$ cat config.mk
export PLATFORM = sky130hd
export DESIGN_NAME = mux_rr_pipe_flat
export DESIGN_NICKNAME = d
export VERILOG_FILES = /design/src/rtl/mux_rr_pipe_pkg.sv /design/src/rtl/mux_rr_pipe_if.sv /design/src/rtl/mux_rr_pipe_rr_arbiter.sv /design/src/rtl/mux_rr_pipe.sv /design/src/flat_wrapper.sv
export SDC_FILE = /design/constraint.sdc
export NUM_CORES = 1
export LEC_CHECK = 0
export ABC_AREA = 1
export CAP_MARGIN = 20
export CORE_ASPECT_RATIO = 0.9
export CORE_MARGIN = 3
export CORE_UTILIZATION = 44
export DETAILED_ROUTE_END_ITERATION = 7
export PLACE_DENSITY = 0.94
export SYNTH_ARGS = -nofsm -noshare
export SYNTH_HDL_FRONTEND = slang
export SYNTH_HIERARCHICAL = 1
export SYNTH_SLANG_ARGS = --single-unit
export TNS_END_PERCENT = 1
$ cat constraint.sdc
create_clock -name clk -period 5.2 [get_ports clk]
set_input_delay 1.04 -clock clk [delete_from_list [all_inputs] [get_ports clk]]
set_output_delay 1.04 -clock clk [all_outputs]
set_load 0.01 [all_outputs]
$ cat src/rtl/mux_rr_pipe_pkg.sv
// Shared constants and helpers for the mux_rr_pipe slice.
// Optional burst locking is enabled with the MUX_RR_PIPE_LOCK_EN macro.
package mux_pkg;

    localparam logic MODE_SEL = 1'b0;
    localparam logic MODE_RR  = 1'b1;

    // Index width for n channels, never narrower than one bit.
    function automatic int sel_width(input int n);
        int w;
        w = 1;
        for (int i = 1; i < 31; i++) begin
            if ((1 << i) < n) begin
                w = i + 1;
            end
        end
        return w;
    endfunction

endpackage

$ cat src/rtl/mux_rr_pipe_if.sv
// Producer/consumer bundle around mux_rr_pipe; slave is the mux view, master the driver view.
// in_last exists only when MUX_RR_PIPE_LOCK_EN is defined.
interface mux_rr_pipe_if
    import mux_pkg::*;
#(
    parameter int WIDTH  = 32,
    parameter int NUM_IN = 4,
    parameter int SEL_W  = sel_width(NUM_IN)
);

    logic                      mode;
    logic [SEL_W-1:0]          sel;
    logic [NUM_IN-1:0]         in_valid;
    logic [NUM_IN*WIDTH-1:0]   in_data;
    logic [NUM_IN-1:0]         in_ready;
`ifdef MUX_RR_PIPE_LOCK_EN
    logic [NUM_IN-1:0]         in_last;
`endif
    logic                      out_valid;
    logic [WIDTH-1:0]          out_data;
    logic [SEL_W-1:0]          out_src;
    logic                      out_ready;
    logic                      err_sel;

    modport slave (
        input  mode, sel, in_valid, in_data, out_ready,
`ifdef MUX_RR_PIPE_LOCK_EN
        input  in_last,
`endif
        output in_ready, out_valid, out_data, out_src, err_sel
    );

    modport master (
        output mode, sel, in_valid, in_data, out_ready,
`ifdef MUX_RR_PIPE_LOCK_EN
        output in_last,
`endif
        input  in_ready, out_valid, out_data, out_src, err_sel
    );

endinterface

$ cat src/rtl/mux_rr_pipe_rr_arbiter.sv
// Combinational round-robin picker: first request at or after ptr, wrapping modulo NUM_IN.
module rr_arbiter
    import mux_pkg::*;
#(
    parameter int NUM_IN = 4,
    parameter int SEL_W  = sel_width(NUM_IN)
) (
    input  logic [NUM_IN-1:0] req,
    input  logic [SEL_W-1:0]  ptr,
    output logic [NUM_IN-1:0] grant_oh,
    output logic [SEL_W-1:0]  grant_idx
);

    int   idx;
    logic found;

    // Explicit wrap instead of a modulo keeps non-power-of-two NUM_IN cheap.
    always_comb begin
        grant_oh  = '0;
        grant_idx = '0;
        found     = 1'b0;
        idx       = 0;
        for (int off = 0; off < NUM_IN; off++) begin
            idx = int'(ptr) + off;
            if (idx >= NUM_IN) begin
                idx = idx - NUM_IN;
            end
            if (!found && req[idx]) begin
                found         = 1'b1;
                grant_oh[idx] = 1'b1;
                grant_idx     = SEL_W'(idx);
            end
        end
    end

endmodule

$ cat src/rtl/mux_rr_pipe.sv
// NUM_IN-to-1 valid/ready merge with select or round-robin choice and a registered output stage.
// Define MUX_RR_PIPE_LOCK_EN to hold round-robin grants across multi-beat bursts.
module mux_rr_pipe
    import mux_pkg::*;
#(
    parameter int WIDTH  = 32,
    parameter int NUM_IN = 4,
    parameter int SEL_W  = sel_width(NUM_IN)
) (
    input  logic          clk,
    input  logic          rst_n,
    mux_rr_pipe_if.slave  bus
);

    logic [SEL_W-1:0]  rr_ptr_q, rr_ptr_d;
    logic [SEL_W-1:0]  out_src_q, out_src_d;
    logic [WIDTH-1:0]  out_data_q, out_data_d;
    logic              out_valid_q, out_valid_d;
    logic              err_sel_q, err_sel_d;

    logic [NUM_IN-1:0] rr_req;
    logic [NUM_IN-1:0] rr_oh;
    logic [SEL_W-1:0]  rr_idx;
    logic [NUM_IN-1:0] sel_oh;
    logic [NUM_IN-1:0] grant_oh;
    logic [SEL_W-1:0]  grant_idx;
    logic              sel_in_range;
    logic              load_en;
    logic              xfer;
    logic              last_beat;

`ifdef MUX_RR_PIPE_LOCK_EN
    logic              lock_q, lock_d;
    logic [SEL_W-1:0]  lock_idx_q, lock_idx_d;

    // While locked, only the owning channel is offered to the arbiter.
    always_comb begin
        rr_req = bus.in_valid;
        if (lock_q) begin
            rr_req = bus.in_valid & (NUM_IN'(1) << lock_idx_q);
        end
    end
`else
    always_comb begin
        rr_req = bus.in_valid;
    end
`endif

    rr_arbiter #(
        .NUM_IN (NUM_IN),
        .SEL_W  (SEL_W)
    ) u_rr_arbiter (
        .req       (rr_req),
        .ptr       (rr_ptr_q),
        .grant_oh  (rr_oh),
        .grant_idx (rr_idx)
    );

    // An out-of-range sel shifts the one-hot off the top, so it simply grants nothing.
    always_comb begin
        sel_in_range = int'(bus.sel) < NUM_IN;
        sel_oh       = bus.in_valid & (NUM_IN'(1) << bus.sel);
        load_en      = !out_valid_q || bus.out_ready;
        grant_oh     = (bus.mode == MODE_RR) ? rr_oh  : sel_oh;
        grant_idx    = (bus.mode == MODE_RR) ? rr_idx : bus.sel;
        xfer         = rst_n && load_en && (|grant_oh);
`ifdef MUX_RR_PIPE_LOCK_EN
        last_beat    = |(bus.in_last & grant_oh);
`else
        last_beat    = 1'b1;
`endif
    end

    // Only round-robin transfers move the pointer; select-mode traffic leaves it alone.
    always_comb begin
        rr_ptr_d    = rr_ptr_q;
        out_valid_d = out_valid_q;
        out_data_d  = out_data_q;
        out_src_d   = out_src_q;
        err_sel_d   = (bus.mode == MODE_SEL) && !sel_in_range && (|bus.in_valid);

        if (xfer && (bus.mode == MODE_RR) && last_beat) begin
            if (int'(grant_idx) == NUM_IN - 1) begin
                rr_ptr_d = '0;
            end else begin
                rr_ptr_d = grant_idx + SEL_W'(1);
            end
        end

        if (xfer) begin
            out_valid_d = 1'b1;
            out_data_d  = bus.in_data[int'(grant_idx)*WIDTH +: WIDTH];
            out_src_d   = grant_idx;
        end else if (bus.out_ready) begin
            out_valid_d = 1'b0;
        end
    end

`ifdef MUX_RR_PIPE_LOCK_EN
    always_comb begin
        lock_d     = lock_q;
        lock_idx_d = lock_idx_q;
        if (bus.mode == MODE_SEL) begin
            lock_d = 1'b0;
        end else if (xfer) begin
            lock_d     = !last_beat;
            lock_idx_d = grant_idx;
        end
    end

    always_ff @(posedge clk) begin
        if (!rst_n) begin
            lock_q     <= 1'b0;
            lock_idx_q <= '0;
        end else begin
            lock_q     <= lock_d;
            lock_idx_q <= lock_idx_d;
        end
    end
`endif

    always_ff @(posedge clk) begin
        if (!rst_n) begin
            rr_ptr_q    <= '0;
            out_valid_q <= 1'b0;
            out_data_q  <= '0;
            out_src_q   <= '0;
            err_sel_q   <= 1'b0;
        end else begin
            rr_ptr_q    <= rr_ptr_d;
            out_valid_q <= out_valid_d;
            out_data_q  <= out_data_d;
            out_src_q   <= out_src_d;
            err_sel_q   <= err_sel_d;
        end
    end

    assign bus.in_ready  = (rst_n && load_en) ? grant_oh : '0;
    assign bus.out_valid = out_valid_q;
    assign bus.out_data  = out_data_q;
    assign bus.out_src   = out_src_q;
    assign bus.err_sel   = err_sel_q;

endmodule

$ cat src/flat_wrapper.sv
// flat-port wrapper written by rule: the top's interface ports become plain ports
module mux_rr_pipe_flat import mux_pkg::*;
#(
    parameter int WIDTH  = 32,
    parameter int NUM_IN = 4,
    parameter int SEL_W  = sel_width(NUM_IN)
)
  (clk, rst_n, bus_mode, bus_sel, bus_in_valid, bus_in_data, bus_out_ready, bus_in_ready, bus_out_valid, bus_out_data, bus_out_src, bus_err_sel);
  mux_rr_pipe_if #(.WIDTH(WIDTH), .NUM_IN(NUM_IN), .SEL_W(SEL_W)) bus_i ();
  input  logic clk;
  input  logic rst_n;
  input wire logic [$bits(bus_i.mode)-1:0] bus_mode;
  input wire logic [$bits(bus_i.sel)-1:0] bus_sel;
  input wire logic [$bits(bus_i.in_valid)-1:0] bus_in_valid;
  input wire logic [$bits(bus_i.in_data)-1:0] bus_in_data;
  input wire logic [$bits(bus_i.out_ready)-1:0] bus_out_ready;
  output wire logic [$bits(bus_i.in_ready)-1:0] bus_in_ready;
  output wire logic [$bits(bus_i.out_valid)-1:0] bus_out_valid;
  output wire logic [$bits(bus_i.out_data)-1:0] bus_out_data;
  output wire logic [$bits(bus_i.out_src)-1:0] bus_out_src;
  output wire logic [$bits(bus_i.err_sel)-1:0] bus_err_sel;
  assign bus_i.mode = bus_mode;
  assign bus_i.sel = bus_sel;
  assign bus_i.in_valid = bus_in_valid;
  assign bus_i.in_data = bus_in_data;
  assign bus_i.out_ready = bus_out_ready;
  assign bus_in_ready = bus_i.in_ready;
  assign bus_out_valid = bus_i.out_valid;
  assign bus_out_data = bus_i.out_data;
  assign bus_out_src = bus_i.out_src;
  assign bus_err_sel = bus_i.err_sel;
  mux_rr_pipe #(.WIDTH(WIDTH), .NUM_IN(NUM_IN), .SEL_W(SEL_W)) u_core (.clk(clk), .rst_n(rst_n), .bus(bus_i));
endmodule
* After elaboration in Yosys (flattened, before gate mapping)
Cells that the tools add are included.
Word-level totals: flip-flop bits (word level) 37, bits in latches 0, memory bits (writable) 0, bits in read-only memories 0, input port bits 138, output and inout bits 40, logic and storage cells 89, memories 0
Cells by class: add/subtract/negate cells 8, $mul 0, divide/modulo/power cells 0, order comparisons 12, equal/unequal tests 1, shift-type cells 2, muxes and demuxes 41, bitwise logic cells 4, reduce and logical (&&, ||, !) cells 17
Operators with widths (number):
- >= comparator 32 x 1 -> 1 bit (second input constant) | 4
- less-than comparator 32 x 4 -> 1 bit (second input constant) | 4
- 2-to-1 mux 32 bit | 4
- variable part select 128 x 8 -> 32 bit | 1
- 2-to-1 mux 4 bit | 6
- 2-to-1 mux 1 bit | 17
- 2-to-1 mux 2 bit | 6
- bitwise OR 4 bit | 3
- subtractor 3 x 3 -> 4 bit (second input constant) | 3
- logical AND 1 bit | 10
- >= comparator 3 bit (second input constant) | 3
- binary-select mux 1 bit (select 2 bit) | 4
- demux 1 bit (select 2 bit) | 4
- adder 2 x 2 -> 3 bit (second input constant) | 2
- bitwise AND 4 bit | 1
- logical NOT 1 bit | 4
- OR reduction 4 bit | 1
- left shift 1 x 2 -> 4 bit (first input constant) | 1
- subtractor 2 x 3 -> 4 bit (second input constant) | 1
- adder 2 x 1 -> 3 bit (second input constant) | 1
- >= comparator 2 x 3 -> 1 bit (second input constant) | 1
- adder 2 x 1 -> 2 bit (second input constant) | 1
- equality test 2 x 1 -> 1 bit (second input constant) | 1
- nonzero test 2 bit | 1
- logical OR 1 bit | 1

* Depth between registers and ports, before layout
Gate-level depths: netlist (run 1).
word-level depth 19, mapped depth 20

* Cells and area by module
Netlist (run 1), hierarchy kept.
Modules (own cells, without submodules):
- mux_rr_pipe | instances 1, cells each 524, area an instance 2808.9 µm², sequential area each 740.7 µm²
- rr_arbiter | instances 1, cells each 85, area an instance 553.0 µm², sequential area each 0.0 µm²

* Worst setup path before layout (run 1)
No wires, ideal clock.
path kind input to output, start in bus_in_valid[3], end out bus_in_ready[0], data arrival time 1.961 ns, data required time 4.160 ns, setup slack 2.199 ns, stages 9, path buffers 0, cell sequence inv_1 -> nand2_1 -> nand3_4 -> nand2_8 -> nor2_8 -> nand3_1 -> nand3_1 -> nand2_1 -> a21oi_1
On the way: longest elaborated chain between the ends 15, elaborated cells between the ends (all ways) 30, classes of those cells mux (21); bitwise (3); reduce/logical (6)
Ends and longest elaborated chain:
- start, declared | line flat_wrapper.sv:14 | input wire logic [$bits(bus_i.in_valid)-1:0] bus_in_valid;
- binary-select mux 1 bit (select 2 bit) | line mux_rr_pipe_rr_arbiter.sv:28 | if (!found && req[idx]) begin
- 2-to-1 mux 1 bit (not written as such) (2 in a row) | line mux_rr_pipe_rr_arbiter.sv:28
- 2-to-1 mux 1 bit | line mux_rr_pipe_rr_arbiter.sv:28
- logical NOT 1 bit | line mux_rr_pipe_rr_arbiter.sv:28
- logical AND 1 bit | line mux_rr_pipe_rr_arbiter.sv:28
- 2-to-1 mux 1 bit | line mux_rr_pipe_rr_arbiter.sv:28
- logical NOT 1 bit | line mux_rr_pipe_rr_arbiter.sv:28
- logical AND 1 bit | line mux_rr_pipe_rr_arbiter.sv:28
- 2-to-1 mux 1 bit | line mux_rr_pipe_rr_arbiter.sv:28
- logical NOT 1 bit | line mux_rr_pipe_rr_arbiter.sv:28
- logical AND 1 bit | line mux_rr_pipe_rr_arbiter.sv:28
- 2-to-1 mux 4 bit (*) | line mux_rr_pipe_rr_arbiter.sv:28
- via u_core.rr_oh[0] | line mux_rr_pipe.sv:22 | logic [NUM_IN-1:0] rr_oh;
- 2-to-1 mux 4 bit (*) | line mux_rr_pipe.sv:64 | grant_oh = (bus.mode == MODE_RR) ? rr_oh : sel_oh;
- 2-to-1 mux 4 bit (*) | line mux_rr_pipe.sv:138 | assign bus.in_ready = (rst_n && load_en) ? grant_oh : '0;
- end, declared | line flat_wrapper.sv:17 | output wire logic [$bits(bus_i.in_ready)-1:0] bus_in_ready;
Mark *: on every way through the listed nets, which the timed path passes. The rest lies on a longest branch. The select of a mux whose other input is x is not followed.

* Worst setup path after layout (run 1)
start in bus_in_valid[1], end out bus_in_ready[2]
Same word-level chain as after synthesis.

==> results of run 1 <==
-- worst min-delay path, cell delays in order, from the launching register on --
cell,delay (ns)
dfxtp_1,0.31
nand2_1,0.05
a21boi_0,0.06
-- cell usage in the layout (no fill, tap or decap), drive strengths merged --
| cell type | n |
|---|---|
| a21boi | 5 |
| a21oi | 40 |
| buf | 6 |
| bufinv | 1 |
| clkbuf | 6 |
| clkdlybuf4s50 | 176 |
| clkinv | 2 |
| conb | 1 |
| dfxtp | 37 |
| ha | 8 |
| inv | 88 |
| nand2 | 149 |
| nand3 | 27 |
| nand4 | 2 |
| nor2 | 149 |
| o21ai | 69 |
-- layer usage --
layer	vias up	GRT usage [%]	share of wire [%]
li1	2169	-	-
met1	1771	27.6	41
met2	167	44.7	49
met3	18	6.08	7.6
met4	0	8.31	2.1
met5	-	0	0
-- cell type report --
type / count / area share (%)
clock buffer: 6 / 1.40
clock inverter: 2 / 0.193
inverter: 89 / 6.82
multi-input combinational: 450 / 40.1
sequential: 37 / 14.3
tap: 93 / 2.25
timing repair buffer: 182 / 34.9
-- power breakdown --
part	internal, W	leakage [nW]	switching, W
clock	0.0000929	0.0450	0.0000993
combinational	0.000393	2.13	0.000494
sequential	0.000345	0.305	0.0000386
-- how the worst min path moves through the flow --
stage,end,slack [ns],cells past startpoint
2_1_floorplan,u_core/bus.out_src[0],0.49,2
3_3_place_gp,u_core/bus.out_src[0],0.46,2
3_5_place_dp,u_core/bus.out_src[0],0.47,2
4_1_cts,u_core/bus.out_src[0],0.48,2
5_1_grt,u_core/bus.out_src[0],0.49,2
6_report,u_core/bus.out_src[0],0.47,2
-- cells in the mapped netlist (3+ instances only) --
cell / instances / area (um2)
inv_1: 86 / 323
clkbuf_1: 8 / 30.0
dfxtp_1: 37 / 741
nand2_2: 4 / 25.0
nand2_4: 3 / 33.8
buf_6: 5 / 56.3
nor2_1: 142 / 533
ha_1: 8 / 100
o21ai_0: 64 / 320
nand3_1: 26 / 130
nor2_2: 5 / 31.3
a21boi_0: 5 / 37.5
buf_4: 4 / 30.0
nand2_1: 140 / 526
buf_2: 14 / 70.1
o21ai_1: 3 / 15.0
a21oi_1: 40 / 200
-- state kept, by name, indices dropped and copies added, names as in the netlist --
register	cells
u_core/bus.out_src	2
u_core/bus.out_valid	1
u_core/rr_ptr_q	2
u_core/bus.out_data	32
-- through the flow --
step                      hold WS, ns  setup slack [ns]  utilization [%]  total power, W
after floorplan                 0.492              2.20                -        0.000943
after global placement          0.459              1.15             70.5         0.00124
after detailed placement        0.467              1.05             70.5         0.00127
after CTS                       0.478              1.05             71.7         0.00147
after global routing            0.489             0.897             71.7         0.00159
final                           0.474              1.04             71.7         0.00146
-- cell families after synthesis --
family          after synthesis  synth area share, %
compound gates              114                 17.6
flops                        37                 22.0
simple gates                327                 41.0
buf+inv                     122                 16.3
fa+ha+maj                     8                 2.98
other cells                   1                0.112
==> impl_results.md, run 1 <==
* Slew @ Worst Pin at 0.843 ns
* Starting Density at a little under half
* Critical path type: input port to output pin
* WL final at between 10 and 15 mm
* Post-CTS sizing at 0
* Synth Flop Type: dfxtp_1
* CTS max path bufs at 2
* Cell row count at 29
* Die height at 88.9 um
* GR Overflow Total at 0
* First-pass GRT wire length at 17.5 mm
* Gate Count Post-Synth at 609
* Seq. cell area at about 740 um2
* Design area at 5180 um2
* Area of the multi-input gates at 2080 um2
* Max stage delay on crit path at 0.55 ns
* IO buf count at between 150 and 200
* Most used cell, CP: nand2_1
* DIE AREA at 8730 um2
* CTS tree: yes
* DRT Pass-1 Iters at 8
* RSZ-0062 raised after global routing: no
* Dpl cell area at between 5000 and 6000 um2
* Post-Layout Cell Count at 859
* Post-synth EDFFs at 0
* Final setup violation count at 0
* Critical Path Source: bus_in_valid[1]
* Max_cap viols at 0
* VDD IR-drop max at approximately 0.00015 V
* Syn_nets at between 700 and 800
* Critical-path cell list: clkdlybuf4s50_1 > nand2_1 > nand3_1 > nand2_1 > nand2_1 > inv_1 > nand3_1 > nand3_1 > nand2_1 > a21oi_1 > clkdlybuf4s50_1
* GPL Wtd Cong at 0.929
* CP Depth at 11
* Cts bufs inserted at 5
* Critical-path top delay cell: clkdlybuf4s50_1
* Reg2reg start: u_core/rr_ptr_q[0]
* Post-route setup TNS at 0 ns
* Pins Over Slew Limit at 0
* Synthesized area at 3360 um2
* Post-route ant nets at 0
* Delay-heaviest family, CP: buffers and inverters
* Syn_area_per_cell at 5.52 um2
* Ys async rst share at 0%
* Worst r2r path cells at 17
* Post-synthesis register bit count at 37
* Clock transition at the registers of the reported paths at 0.07 ns
* Clock Tree Root: clkbuf_8
* Core Area at between 7000 and 8000 um2
* Largest net degree at the start of global routing at 69
* Endpoints failing hold at 0
* Layout cell share with drive strength beyond 1 at ~4.7%
* # clock sinks at 37
* Worst EP required at 4.16 ns
* Pleak at 2.48 nW
* Part of the cycle the worst path needs at 80.0%
* R2r setup slk at 1.52 ns
* Critical Path Sink Type: output pin
* Area delta synth->final at 54.0%
* First-iteration detailed-routing DRC count at 111
* DRC violations left at 0
* Initial antenna violation count at 0
* Total Routing Usage GR at 24.2%
* Post-synthesis sequential area ratio at 22.0%
* Die Width at a little under 100 um
* Fmax at 240 MHz
* Worst setup SP type: input port
* Worst-path maximum fanout at 4
* Worst hold path type: flop to flop
* RR Endpoint: u_core/bus.out_data[24]
* Vias in the first global route at 3914
* Post-CTS Setup Bufs at 0
* Worst Path Arrival at 3.12 ns
* Worst-Skew Late Latency at ~0.28 ns
* Fillers at 622
* Clock skew at between 0.003 and 0.004 ns
* Status: complete, no violations
* Num ports at 178
* Ant diodes at 0
* Fin crit period at 4.16 ns
* Bufs and invs on worst path at 3
* CP endpoint: bus_in_ready[2]
* WL/cell at about 13 um
* Vias after detailed routing at between 4k and 5k
* Max-slew headroom at 43.7%
* Power Density at 283 nW/um2
* Layout Nets at 911
* HP Start: u_core/bus.out_src[0]
* Hold buffer count at CTS at 0
* Syn. warnings at 6
* Unique masters post-synth at 28
* H-tree Lvls at 2
* Hpwl dp at about 8.5 mm
* DR vias/cell at 4.80
* Cell Count Post-Placement at about 850
Note: power is estimated with default switching activity, not from simulation.
==> run 2: changes to the inputs <==
--- a/config.mk
+++ b/config.mk
@@ -9,9 +9,9 @@
 export CAP_MARGIN = 20
 export CORE_ASPECT_RATIO = 0.9
 export CORE_MARGIN = 3
-export CORE_UTILIZATION = 44
+export CORE_UTILIZATION = 36
 export DETAILED_ROUTE_END_ITERATION = 7
-export PLACE_DENSITY = 0.94
+export PLACE_DENSITY = 0.83
 export SYNTH_ARGS = -nofsm -noshare
 export SYNTH_HDL_FRONTEND = slang
 export SYNTH_HIERARCHICAL = 1
==> constraint.sdc (replaced) <==
create_clock -name clk -period 3.6 [get_ports clk]
set_input_delay 0.72 -clock clk [delete_from_list [all_inputs] [get_ports clk]]
set_output_delay 0.72 -clock clk [all_outputs]
set_load 0.01 [all_outputs]
==> impl_results.md, run 2 (synthesis gave the netlist of run 1 again) <==
* Status: complete, no violations (unchanged)
* Final setup violation count at 0 (unchanged)
* VDD IR-drop max at 0.000197 V (was 0.000150 V)
* First-pass GRT wire length at 17.7 mm (was 17.5 mm)
* Power Density at 403 nW/um2 (was 283 nW/um2)
* Seq. cell area at 741 um2 (unchanged)
* DR vias/cell at 4.68 (was 4.80)
* Pins Over Slew Limit at 0 (unchanged)
* CTS tree: yes (unchanged)
* Total Routing Usage GR at 20.2% (was 24.2%)
* Critical-path top delay cell: clkdlybuf4s50_1 (unchanged)
* Delay-heaviest family, CP: buffers and inverters (unchanged)
* Hpwl dp at 8.62 mm (was 8.53 mm)
* Worst-Skew Late Latency at 0.28 ns (about the same)
* Layout cell share with drive strength beyond 1 at 5.68% (was 4.70%)
* Clock transition at the registers of the reported paths at 0.07 ns (about the same)
* Post-CTS sizing at 0 (unchanged)
* Commonest non-fill, non-tap cell in the layout: clkdlybuf4s50_1 (unchanged)
* Worst Path Arrival at 2.73 ns (was 3.12 ns)
* Die Width at 108 um (was 98.1 um)
* Worst setup SP type: input port (unchanged)
* Max-slew headroom at 34.9% (was 43.7%)
* Number of flip-flops in the largest register at 32 (unchanged)
* Num ports at 178 (unchanged)
* Clock skew at 0.00409 ns (was 0.00393 ns)
* Post-route ant nets at 0 (unchanged)
* DRC violations left at 0 (unchanged)
* Met1 usage in global routing at 25.2% (was 27.6%)
* # clock sinks at 37 (unchanged)
* Core Area at 8810 um2 (was 7220 um2)
* DIE AREA at 10500 um2 (was 8730 um2)
* Max stage delay on crit path at 0.59 ns (was 0.55 ns)
* IO buf count at 176 (unchanged)
* Commonest non-fill, non-tap cells in the layout: clkdlybuf4s50_1, nor2_1, nand2_1 (unchanged)
* Clock Tree Root: clkbuf_8 (unchanged)
* Bufs and invs on worst path at 4 (was 3)
* WL final at 11.2 mm (about the same)
* Met2 usage at 34.8% (was 44.7%)
* DRT Pass-1 Iters at 5 (was 8)
* Area delta synth->final at 57.1% (was 54.0%)
* Worst hold path type: flop to flop (unchanged)
* Final Hold Slack at 0.494 ns (was 0.474 ns)
* GPL Wtd Cong at 0.892 (was 0.929)
* H-tree Lvls at 2 (unchanged)
* Most used cell, CP: nand2_1 (unchanged)
* Critical Path Sink Type: output pin (unchanged)
* Met3 GRT Util at 5.18% (was 6.08%)
* Worst EP required at 2.88 ns (was 4.16 ns)
* Layout Nets at 919 (was 911)
* Part of the cycle the worst path needs at 96.0%
* Area of the multi-input gates at 2080 um2 (unchanged)
* Hold buffer count at CTS at 0 (unchanged)
* CTS max path bufs at 2 (unchanged)
* Fmax at 289 MHz
* GRT Max-Usage Layer: met2 (unchanged)
* Fillers at 875 (was 622)
* Critical path type: input port to output pin (unchanged)
* Die height at 97.7 um (was 88.9 um)
* Max_cap viols at 0 (unchanged)
* GR Overflow Total at 0 (unchanged)
* Initial antenna violation count at 0 (unchanged)
* Critical-path cell list: clkdlybuf4s50_1 > inv_1 > nand2_1 > nand3_1 > nand2_1 > nand2_1 > inv_1 > nand3_1 > nand3_1 > nand2_1 > a21oi_1 > clkdlybuf4s50_1 (was clkdlybuf4s50_1 > nand2_1 > nand3_1 > nand2_1 > nand2_1 > inv_1 > nand3_1 > nand3_1 > nand2_1 > a21oi_1 > clkdlybuf4s50_1)
* Endpoints failing hold at 0 (unchanged)
* Post-route setup TNS at 0 ns (unchanged)
* Vias in the first global route at 3837 (was 3914)
* Vias after detailed routing at 4183 (was 4125)
* RSZ-0062 raised after global routing: no (unchanged)
* Ant diodes at 0 (unchanged)
* Post-CTS Setup Bufs at 0 (unchanged)
* Cell row count at 32 (was 29)
* Slew @ Worst Pin at 0.976 ns (was 0.843 ns)
* Worst-path maximum fanout at 4 (unchanged)
* WL/cell at 12.5 um (was 13.1 um)
* First-iteration detailed-routing DRC count at 240 (was 111)
* Pleak at 2.53 nW (was 2.48 nW)
* Fin crit period at 3.45 ns
* Cts bufs inserted at 5 (unchanged)
* Starting Density at 38.2% (was 46.6%)
* Largest net degree at the start of global routing at 66 (was 69)
run 2: cell types whose count changed in the layout (fill, tap and decap cells not counted), sizes merged:
cell	before	now
buf	6	14
run 2: path summary, 6_finish.rpt:
| path | startpoint | endpoint | slack, ns | depth (start not counted) |
|---|---|---|---|---|
| hold reg to reg | u_core/bus.out_src[1] | u_core/bus.out_src[1] | 0.49 | 2 |
| setup reg to reg | u_core/rr_ptr_q[1] | u_core/bus.out_data[3] | 0.47 | 19 |
| setup / recovery | bus_in_valid[0] | bus_in_ready[2] | 0.15 | 12 |
| hold / removal | u_core/bus.out_src[1] | u_core/bus.out_src[1] | 0.49 | 2 |
run 2: metal layers:
layer / routed length [um] / vias to the layer above
met3: 1110 / 8
met1: 4720 / 1813
met4: 93 / 0
met5: 0 / -
met2: 5240 / 175
li1: - / 2187
run 2: cell type report:
class | count | area share (%)
clock buffer | 6 | 1.37
timing repair buffer | 190 | 35.6
sequential | 37 | 14.0
tap | 119 | 2.82
multi-input combinational | 450 | 39.3
clock inverter | 2 | 0.190
inverter | 89 | 6.68
run 2: power breakdown:
| part | internal [W] | total (W) | switching, W |
|---|---|---|---|
| sequential | 0.000498 | 0.000542 | 0.0000443 |
| combinational | 0.000593 | 0.00131 | 0.000719 |
| clock | 0.000134 | 0.000275 | 0.000141 |
run 2: through the flow:
step	setup slack (ns)	std cells	power [W]	util (%)	area [um2]
2_1_floorplan	0.996	609	0.00136	-	3360
3_3_place_gp	0.225	885	0.00183	59.0	5200
3_5_place_dp	0.156	885	0.00186	59.0	5200
4_1_cts	0.158	893	0.00215	60.0	5280
5_1_grt	0.00241	893	0.00234	60.0	5280
6_report	0.145	893	0.00213	60.0	5280
run 2: worst register-to-register path: cells and delay by family (launching register included):
family | cells | cell delay (ns)
and+or+nand+nor | 12 | 1.20
buffers and inverters | 4 | 0.75
adders and majority gates | 1 | 0.34
DFF | 1 | 0.36
AOI/OAI and AO/OA | 2 | 0.38
==> run 3: changes to the inputs <==
--- a/config.mk
+++ b/config.mk
@@ -9,9 +9,9 @@
 export CAP_MARGIN = 20
 export CORE_ASPECT_RATIO = 0.9
 export CORE_MARGIN = 3
-export CORE_UTILIZATION = 36
+export CORE_UTILIZATION = 44
 export DETAILED_ROUTE_END_ITERATION = 7
-export PLACE_DENSITY = 0.83
+export PLACE_DENSITY = 0.94
 export SYNTH_ARGS = -nofsm -noshare
 export SYNTH_HDL_FRONTEND = slang
 export SYNTH_HIERARCHICAL = 1
==> constraint.sdc (replaced) <==
create_clock -name clk -period 4.02 [get_ports clk]
set_input_delay 0.804 -clock clk [delete_from_list [all_inputs] [get_ports clk]]
set_output_delay 0.804 -clock clk [all_outputs]
set_load 0.01 [all_outputs]
==> impl_results.md, run 3 (synthesis gave the netlist of run 1 again) <==
* Clock skew at 0.00469 ns (was 0.00409 ns)
* Number of flip-flops in the largest register at 32 (unchanged)
* Max stage delay on crit path at 0.56 ns (was 0.59 ns)
* Final setup violation count at 0 (unchanged)
* Area delta synth->final at 54.7% (was 57.1%)
* Worst hold path type: flop to flop (unchanged)
* Area of the multi-input gates at 2080 um2 (unchanged)
* Top Metal Used: met4 (unchanged)
* # clock sinks at 37 (unchanged)
* WL met3 at 983 um (was 1.11 mm)
* VDD IR-drop max at 0.000187 V (was 0.000197 V)
* Pleak at 2.49 nW (was 2.53 nW)
* Cell row count at 29 (was 32)
* Fmax at 269 MHz
* H-tree Lvls at 2 (unchanged)
* Delay-heaviest family, CP: buffers and inverters (unchanged)
* Die Width at 98.1 um (was 108 um)
* DR vias/cell at 4.77 (was 4.68)
* DRC violations left at 0 (unchanged)
* Layout cell share with drive strength beyond 1 at 4.70% (was 5.68%)
* WL/cell at 12.7 um (was 12.5 um)
* Part of the cycle the worst path needs at 92.6%
* Final Hold Slack at 0.484 ns (was 0.494 ns)
* Fillers at 636 (was 875)
* Worst EP required at 3.22 ns (was 2.88 ns)
* Critical Path Sink Type: output pin (unchanged)
* Endpoints failing hold at 0 (unchanged)
* Post-route setup TNS at 0 ns (unchanged)
* Post-CTS Setup Bufs at 0 (unchanged)
* Hold buffer count at CTS at 0 (unchanged)
* Max_cap viols at 0 (unchanged)
* DIE AREA at 8730 um2 (was 10500 um2)
* Bufs and invs on worst path at 3 (was 4)
* Critical-path cell list: clkdlybuf4s50_1 > inv_1 > nand2_1 > nand3_1 > nand2_2 > nor2_8 > nand3_1 > nand3_1 > nand2_1 > a21oi_1 > clkdlybuf4s50_1 (was clkdlybuf4s50_1 > inv_1 > nand2_1 > nand3_1 > nand2_1 > nand2_1 > inv_1 > nand3_1 > nand3_1 > nand2_1 > a21oi_1 > clkdlybuf4s50_1)
* Worst-path maximum fanout at 9 (was 4)
* Commonest non-fill, non-tap cells in the layout: clkdlybuf4s50_1, nor2_1, nand2_1 (unchanged)
* WL final at 10.9 mm (was 11.2 mm)
* DRT met1 WL at 4.41 mm (was 4.72 mm)
* Post-route ant nets at 0 (unchanged)
* Commonest non-fill, non-tap cell in the layout: clkdlybuf4s50_1 (unchanged)
* Core Area at 7220 um2 (was 8810 um2)
* Initial antenna violation count at 0 (unchanged)
* Critical path type: input port to output pin (unchanged)
* First-iteration detailed-routing DRC count at 168 (was 240)
* Most used cell, CP: nand3_1 (was nand2_1)
* Worst-Skew Late Latency at 0.27 ns (was 0.28 ns)
* Num ports at 178 (unchanged)
* Critical-path top delay cell: clkdlybuf4s50_1 (unchanged)
* Worst setup SP type: input port (unchanged)
* Vias in the first global route at 3701 (was 3837)
* Total Routing Usage GR at 23.4% (was 20.2%)
* Pins Over Slew Limit at 0 (unchanged)
* Largest net degree at the start of global routing at 98 (was 66)
* DRT Pass-1 Iters at 4 (was 5)
* GPL Wtd Cong at 0.922 (was 0.892)
* Worst Path Arrival at 2.92 ns (was 2.73 ns)
* Slew @ Worst Pin at 0.644 ns (was 0.976 ns)
* Fin crit period at 3.72 ns
* GR Overflow Total at 0 (unchanged)
* Clock Tree Root: clkbuf_8 (unchanged)
* Post-CTS sizing at 0 (unchanged)
* Clock transition at the registers of the reported paths at 0.07 ns (about the same)
* Hpwl dp at 8.33 mm (was 8.62 mm)
* IO buf count at 176 (unchanged)
* Cts bufs inserted at 5 (unchanged)
* Die height at 88.9 um (was 97.7 um)
* Power Density at 363 nW/um2 (was 403 nW/um2)
* Layout Nets at 912 (was 919)
* Starting Density at 46.6% (was 38.2%)
* Ant diodes at 0 (unchanged)
* CTS max path bufs at 2 (unchanged)
* Status: complete, no violations (unchanged)
* Met2 WL at 5.32 mm (was 5.24 mm)
* Vias after detailed routing at 4095 (was 4183)
* First-pass GRT wire length at 17.0 mm (was 17.7 mm)
* Max-slew headroom at 57.1% (was 34.9%)
* Seq. cell area at 741 um2 (unchanged)
* RSZ-0062 raised after global routing: no (unchanged)
* CTS tree: yes (unchanged)
-- run 3: cell types whose count changed in the layout (fill, tap and decap cells not counted), sizes merged --
cell	change
clkinv	-2
buf	-7
clkbuf	+1
-- run 3: stage by stage --
step	power [W]	util [%]	std cells	area (um2)	setup WS [ns]
floorplan	0.00122	-	609	3360	1.36
global placement	0.00161	70.8	852	5110	0.461
detailed placement	0.00164	70.8	852	5110	0.321
CTS	0.00190	72.0	859	5200	0.316
global route	0.00206	72.0	859	5200	0.106
finish	0.00189	72.0	859	5200	0.298
-- run 3: per-layer routing --
layer / track usage, % / vias to the layer above
met5: 0 / -
met3: 5.54 / 14
met2: 42.9 / 159
met1: 27.9 / 1750
li1: - / 2172
met4: 6.58 / 0
-- run 3: worst paths after layout --
kind,end,start,slack [ns],cells after the start
worst min register to register,u_core/bus.out_src[0],u_core/bus.out_src[0],0.48,2
worst max-delay path,bus_in_ready[1],bus_in_valid[2],0.30,11
worst max register to register,u_core/bus.out_data[28],u_core/rr_ptr_q[1],0.91,17
worst min-delay path,u_core/bus.out_src[0],u_core/bus.out_src[0],0.48,2
-- run 3: power breakdown --
part	internal (W)	leakage, nW	switching (W)
Combinational	0.000515	2.14	0.000635
Clock	0.000136	0.0443	0.000114
Sequential	0.000446	0.305	0.0000407
Total	0.00110	2.49	0.000790
-- run 3: layout make-up --
| cell class | count | area share (%) |
|---|---|---|
| clock buffer | 7 | 1.66 |
| inverter | 89 | 6.79 |
| multi-input combinational | 450 | 39.9 |
| sequential | 37 | 14.2 |
| tap | 93 | 2.24 |
| timing repair buffer | 183 | 35.1 |
-- run 3: tightest hold or removal path, cell delays in order (launching register included) --
cell	delay (ns)
dfxtp_1	0.32
nand2_1	0.06
a21boi_0	0.06
